File: src/rtl/wave_capture_buf.sv
// wave_capture_buf: decimating waveform capture into a circular RAM with a
// programmable pre-trigger window, rising-edge trigger and oldest-first
// readout on a valid/ready stream.
//
// Stream handshake: a readout sample transfers on a cycle where dout_valid
// and dout_ready are both high. While dout_valid is high and dout_ready is
// low, dout and dout_last hold their values. dout_valid only drops after a
// transfer, or when abort is pulsed.
module wave_capture_buf #(
    parameter int DATA_W = 8,
    parameter int DEPTH  = 512,
    parameter int CNT_W  = 10,
    parameter int DEC_W  = 3
) (
    input  logic              clk,
    input  logic              rst_n,
    input  logic [DATA_W-1:0] din,
    input  logic              din_valid,
    input  logic              trigger,
    input  logic              arm,
    input  logic              abort,
    input  logic              single_mode,
    input  logic [CNT_W-1:0]  pre_len,
    input  logic [DEC_W-1:0]  dec_rate,
    output logic [DATA_W-1:0] dout,
    output logic              dout_valid,
    input  logic              dout_ready,
    output logic              dout_last,
    output logic              busy,
    output logic [2:0]        state_o
);

    localparam int AW = $clog2(DEPTH);
    localparam logic [CNT_W-1:0] DEPTH_C  = CNT_W'(DEPTH);
    localparam logic [CNT_W-1:0] DEPTH_M1 = CNT_W'(DEPTH - 1);

    typedef enum logic [2:0] {
        S_IDLE    = 3'd0,
        S_PRE     = 3'd1,
        S_ARMED   = 3'd2,
        S_POST    = 3'd3,
        S_READOUT = 3'd4,
        S_DONE    = 3'd5
    } state_t;

    state_t state, state_nxt;

    // Capture-side registers
    logic              trig_d;
    logic [DEC_W-1:0]  dec_lat;
    logic [DEC_W-1:0]  dec_cnt;
    logic [CNT_W-1:0]  pre_lat;
    logic [CNT_W-1:0]  cnt;
    logic [AW-1:0]     wr_ptr;
    logic [DATA_W-1:0] mem [DEPTH];

    // Readout-side registers: one read in flight, output register, skid
    logic [AW-1:0]     rd_addr;
    logic [CNT_W-1:0]  rd_left;
    logic              fly_v;
    logic              fly_l;
    logic [DATA_W-1:0] ram_q;
    logic              out_v;
    logic              out_l;
    logic [DATA_W-1:0] out_d;
    logic              sk_v;
    logic              sk_l;
    logic [DATA_W-1:0] sk_d;

    logic              edge_det;
    logic [CNT_W-1:0]  post_target;
    logic              post_full;
    logic              capt_state;
    logic              dec_hit;
    logic              store;
    logic              hs;
    logic              last_hs;
    logic [1:0]        occ;
    logic              issue;
    logic              enter_pre;
    logic              arm_ok;

    assign edge_det    = trigger & ~trig_d;
    assign post_target = DEPTH_C - pre_lat;
    assign post_full   = (cnt == post_target);
    // POST stops writing once its quota is met so the frame is not overrun
    // during the single cycle spent handing over to READOUT.
    assign capt_state  = (state == S_PRE) || (state == S_ARMED) ||
                         ((state == S_POST) && !post_full);
    assign dec_hit     = (dec_cnt == dec_lat);
    assign store       = capt_state && din_valid && dec_hit && !abort;
    assign hs          = out_v && dout_ready;
    assign last_hs     = hs && out_l;
    // Entries held or on their way after this cycle; at most two may exist.
    assign occ         = {1'b0, out_v} + {1'b0, sk_v} + {1'b0, fly_v} - {1'b0, hs};
    assign issue       = (state == S_READOUT) && (rd_left != '0) && (occ < 2'd2) && !abort;
    assign arm_ok      = ((state == S_IDLE) || (state == S_DONE)) && arm;
    assign enter_pre   = (state_nxt == S_PRE) && (state != S_PRE);

    // State register
    always_ff @(posedge clk or negedge rst_n) begin
        if (!rst_n) state <= S_IDLE;
        else        state <= state_nxt;
    end

    // Next-state logic; abort overrides everything
    always_comb begin
        state_nxt = state;
        if (abort) begin
            state_nxt = S_IDLE;
        end else begin
            case (state)
                S_IDLE, S_DONE: if (arm)          state_nxt = S_PRE;
                S_PRE:          if (cnt == pre_lat) state_nxt = S_ARMED;
                S_ARMED:        if (edge_det)     state_nxt = S_POST;
                S_POST:         if (post_full)    state_nxt = S_READOUT;
                S_READOUT:      if (last_hs)      state_nxt = single_mode ? S_DONE : S_PRE;
                default:                          state_nxt = S_IDLE;
            endcase
        end
    end

    // State-derived outputs
    always_comb begin
        busy    = (state != S_IDLE) && (state != S_DONE);
        state_o = state;
    end

    // Trigger history for rising-edge detection
    always_ff @(posedge clk or negedge rst_n) begin
        if (!rst_n) trig_d <= 1'b0;
        else        trig_d <= trigger;
    end

    // Capture control: latched settings, decimation and sample counters
    always_ff @(posedge clk or negedge rst_n) begin
        if (!rst_n) begin
            pre_lat <= '0;
            dec_lat <= '0;
            dec_cnt <= '0;
            cnt     <= '0;
        end else if (abort) begin
            dec_cnt <= '0;
            cnt     <= '0;
        end else begin
            if (arm_ok) begin
                pre_lat <= (pre_len >= DEPTH_C) ? DEPTH_M1 : pre_len;
                dec_lat <= dec_rate;
            end
            if (enter_pre) begin
                dec_cnt <= '0;
                cnt     <= '0;
            end else begin
                if (capt_state && din_valid)
                    dec_cnt <= dec_hit ? '0 : dec_cnt + DEC_W'(1);
                case (state)
                    S_PRE:   if (store) cnt <= cnt + CNT_W'(1);
                    // The sample written in the edge cycle is the first POST sample.
                    S_ARMED: cnt <= (edge_det && store) ? CNT_W'(1) : '0;
                    S_POST:  if (store) cnt <= cnt + CNT_W'(1);
                    default: cnt <= '0;
                endcase
            end
        end
    end

    // Write pointer advances once per stored sample and wraps naturally
    always_ff @(posedge clk or negedge rst_n) begin
        if (!rst_n)     wr_ptr <= '0;
        else if (store) wr_ptr <= wr_ptr + AW'(1);
    end

    // Sample RAM: synchronous write, registered read
    always_ff @(posedge clk) begin
        if (store) mem[wr_ptr] <= din;
        if (issue) ram_q <= mem[rd_addr];
    end

    // Readout: address generation, in-flight tag, output and skid registers
    always_ff @(posedge clk or negedge rst_n) begin
        if (!rst_n) begin
            rd_addr <= '0;
            rd_left <= '0;
            fly_v   <= 1'b0;
            fly_l   <= 1'b0;
            out_v   <= 1'b0;
            out_l   <= 1'b0;
            out_d   <= '0;
            sk_v    <= 1'b0;
            sk_l    <= 1'b0;
            sk_d    <= '0;
        end else if (abort) begin
            rd_left <= '0;
            fly_v   <= 1'b0;
            fly_l   <= 1'b0;
            out_v   <= 1'b0;
            out_l   <= 1'b0;
            sk_v    <= 1'b0;
            sk_l    <= 1'b0;
        end else begin
            // The write pointer is the oldest sample once POST has finished.
            if ((state == S_POST) && post_full) begin
                rd_addr <= wr_ptr;
                rd_left <= DEPTH_C;
            end else if (issue) begin
                rd_addr <= rd_addr + AW'(1);
                rd_left <= rd_left - CNT_W'(1);
            end
            fly_v <= issue;
            fly_l <= issue && (rd_left == CNT_W'(1));

            if (hs || !out_v) begin
                if (sk_v) begin
                    out_v <= 1'b1;
                    out_d <= sk_d;
                    out_l <= sk_l;
                    sk_v  <= fly_v;
                    sk_d  <= ram_q;
                    sk_l  <= fly_l;
                end else if (fly_v) begin
                    out_v <= 1'b1;
                    out_d <= ram_q;
                    out_l <= fly_l;
                end else begin
                    out_v <= 1'b0;
                    out_l <= 1'b0;
                end
            end else if (fly_v) begin
                sk_v <= 1'b1;
                sk_d <= ram_q;
                sk_l <= fly_l;
            end
        end
    end

    assign dout       = out_d;
    assign dout_valid = out_v;
    assign dout_last  = out_l;

endmodule

File: config.mk
export PLATFORM = sky130hd
export DESIGN_NAME = wave_capture_buf
export DESIGN_NICKNAME = d
export VERILOG_FILES = /design/src/rtl/wave_capture_buf.sv
export SDC_FILE = /design/constraint.sdc
export NUM_CORES = 2
export LEC_CHECK = 0
export ABC_CLOCK_PERIOD_IN_PS = 3600
export CAP_MARGIN = 20
export CELL_PAD_IN_SITES_DETAIL_PLACEMENT = 1
export CELL_PAD_IN_SITES_GLOBAL_PLACEMENT = 1
export CORE_MARGIN = 2
export CORE_UTILIZATION = 27
export CTS_BUF_LIST = sky130_fd_sc_hd__clkbuf_4 sky130_fd_sc_hd__clkbuf_8 sky130_fd_sc_hd__clkbuf_16
export DETAILED_ROUTE_END_ITERATION = 12
export GPL_ROUTABILITY_DRIVEN = 0
export MAX_ROUTING_LAYER = met4
export PLACE_DENSITY = 0.52
export SLEW_MARGIN = 20
export SYNTH_ARGS = -nofsm -noshare
export SYNTH_HDL_FRONTEND = slang
export SYNTH_SLANG_ARGS = --single-unit
export TNS_END_PERCENT = 30
File: constraint.sdc
create_clock -name clk -period 3.6 [get_ports clk]
set_input_delay 0.9 -clock clk [delete_from_list [all_inputs] [get_ports clk]]
set_output_delay 0.9 -clock clk [all_outputs]
set_load 0.005 [all_outputs]
==> flow_summary.ini <==
[synthesis]
syn_nets = 7744
synth_top_family_by_area = multiplexers
synth-compound-area-share = 0.0206
synth_edf_count = 4104
synth_cell_types = 70
muxShareOfSynthArea = 0.167
ys_seq_area_frac = 0.767
avgSynthCellArea_um2 = 21.2
yosys_warnings = 0
syn-cell-area_um2 = 163000
synthArstFlopShare = 0.0191
synth_xor_area_frac = 0.00199
synthAdderAreaFrac = 0.000920
synthFlopType = edfxtp_1
synth_seq_cells = 4184
synth-simple-area-share = 0.0292
netlist_instances = 7703

[die]
coreArea_um2 = 602000
ios = 43
die_h_um = 781
initial_core_util = 0.271
rows = 285
die_x_um = 781
die_area_um2 = 611000

[layout]
fill_cells = 59700
layout_commonest_cell = edfxtp_1
syn_to_final_growth_pct = 23.9
final_util = 0.336
layout-drive-gt1-share = 0.368
mostFrequentLayoutCells = edfxtp_1 (4104), buf_4 (1265), mux4_2 (1095)
num-nets-final = 9312
layout.cells.non_filler = 17700

[setup_path]
r2r_end = ram_q[5]$_DFFE_PP_
r2r_slack_ns = -0.36
startpoint_type = flip-flop
reg2reg_from = rd_addr[0]$_DFFE_PN0P_
crit_fanout = 16
cp-end-kind = flip-flop
rr_worst_depth = 15
arrival_ns = 4.76
critPathKind = flip-flop to flip-flop
cp.required_ns = 4.40

[clock_network]
cts.sinks = 4184
cts_htree_levels = 5
clk_latency_ns = 1.06
cts_buffers = 440
cts_buffer_depth = 4
cts.reportedPaths.clkPinSlew_ns = 0.07
cts_tree = yes
cts_root_buf = clkbuf_16

[worst_hold_path]
min_to = trig_d$_DFF_PN0_
hold_path_class = input pin to flip-flop
holdPathStages = 1
min_from = trigger

[routing]
vias = 86800
first_iter_violations = 10500
drt_wl_total_um = 544000
first_pass_iters = 6
ant_nets = 0
wire_per_inst_um = 30.7
drc = 0
via_per_inst = 4.91

[sta]
finalSetupViolations = 3874
timing.setup.tns_ns = -655.62
fin_skew_ns = 0.0746
slew_violations = 0
fmax_ghz = 0.253
timing.final.crit_share = 1.10
slew-limit-headroom = 0.308
setup_ws_ns = -0.358
rsz0062_at_grt = true
post-route-min-period_ns = 3.96
worst_slew_pin_slew_ns = 1.04
holdWs_ns = 0.316
hold_violations = 0

[power]
peakVddDrop_mv = 0.426
power.density_nw_per_um2 = 535
leakage_uw = 0.0641

[grt]
gr-total-overflow = 0
grt_use_total = 0.179
grt_pass1_wl_um = 757000
grt_pass1_vias = 91000
antenna_found_initial = 41
grt_max_degree = 141

[placement]
dpl.cell_count = 16800
dp_slack_ns = -0.679
numPortBuffers = 42
dpl.hpwl_um = 369000

[run_status]
failed_checks = negative setup slack
status = finished with violations

[flow_run]
cap_violations = 0
[state kept, by name, summed over array words and instances, names as in the netlist, 3 cells and up]
name / cells
cnt: 10
mem: 4096
ram_q: 8
dec_lat: 3
pre_lat: 10
dout: 8
wr_ptr: 9
sk_d: 8
state_o: 3
rd_addr: 9
dec_cnt: 3
rd_left: 10
[worst max-delay path, stage by stage, from the launching register on]
cell and delay (ns):
dfrtp_4 0.44, buf_12 0.15, buf_12 0.18, buf_12 0.20
buf_6 0.20, mux4_2 0.56, mux4_2 0.56, mux2i_1 0.16
buf_4 0.16, nor2_1 0.06, nor3_2 0.29, a21oi_1 0.14
nor3_1 0.21, buf_4 0.13, a21oi_1 0.05, buf_4 0.17
[power breakdown]
part / internal [uW] / switching (uW) / total, uW
Combinational: 2740 / 4760 / 7500
Clock: 27200 / 19900 / 47100
Sequential: 53500 / 120 / 53600
Total: 83500 / 24700 / 108000
[final cells by class]
cell class / instances / area [um^2] / share of cell area
multi-input cells: 3041 / 36600 / 0.181
inverters: 23 / 103 / 0.000507
repair buffers: 1581 / 15200 / 0.0752
clock inverters: 280 / 3080 / 0.0152
clock buffers: 535 / 11800 / 0.0586
well taps: 8036 / 10100 / 0.0497
diodes: 6 / 15.0 / 0.0000743
flip-flops and latches: 4184 / 125000 / 0.620
[routing by layer]
layer,share of wire,GRT usage,up-vias
li1,-,-,35300
met1,0.43,0.245,47800
met2,0.48,0.288,3083
met3,0.060,0.0227,643
met4,0.025,0.0381,0
met5,0,-,-
[cells in the mapped netlist (32+ instances only)]
cell type  count  area (um^2)
nor2_1       637         2390
clkbuf_1     216          811
buf_2        140          701
a21oi_1      130          651
buf_1         80          300
edfxtp_1    4104       123000
xnor2_1       32          280
dfrtp_1       80         2000
nand2_1      269         1010
o22ai_1       32          200
o21ai_0       80          400
nor3_1        51          255
mux4_2      1095        24700
mux2i_1      234         2340
nand3_1       59          295
a22oi_1       94          706
[stage by stage]
step / total power [uW] / instance area (um^2)
2_1_floorplan: 57400 / 163000
6_report: 108000 / 202000
3_3_place_gp: 62000 / 186000
4_1_cts: 109000 / 202000
5_1_grt: 111000 / 202000
3_5_place_dp: 62100 / 186000
[repair_timing]
item	in CTS	in global routing
resized for setup	169	40
pin swaps	12	3
endpoints found under the setup margin	4100	4046
hold buffers	1	0
cloned	3	1
buffers inserted	26	2
hold endpoints to repair	47	0
[worst max path at each step]
stage | from | slack [ns] | cells past startpoint | endpoint
after global placement | rd_addr[0]$_DFFE_PN0P_ | -0.88 | 13 | ram_q[0]$_DFFE_PP_
after global routing | pre_lat[0]$_DFFE_PN0P_ | -0.43 | 17 | mem[342][6]$_DFFE_PP_
after detailed placement | pre_lat[0]$_DFFE_PN0P_ | -0.68 | 14 | mem[167][4]$_DFFE_PP_
final | rd_addr[0]$_DFFE_PN0P_ | -0.36 | 15 | ram_q[5]$_DFFE_PP_
after floorplan | pre_lat[1]$_DFFE_PN0P_ | 0.03 | 11 | mem[436][0]$_DFFE_PP_
after CTS | rd_addr[0]$_DFFE_PN0P_ | -0.39 | 15 | ram_q[5]$_DFFE_PP_
[cell families after synthesis]
kind of cell,Yosys count
compound gates,501
flops,4184
xor+xnor,37
buf+inv,478
fa+ha+maj,12
simple gates,1136
mux,1355
Power figures use the tool's default switching activity.
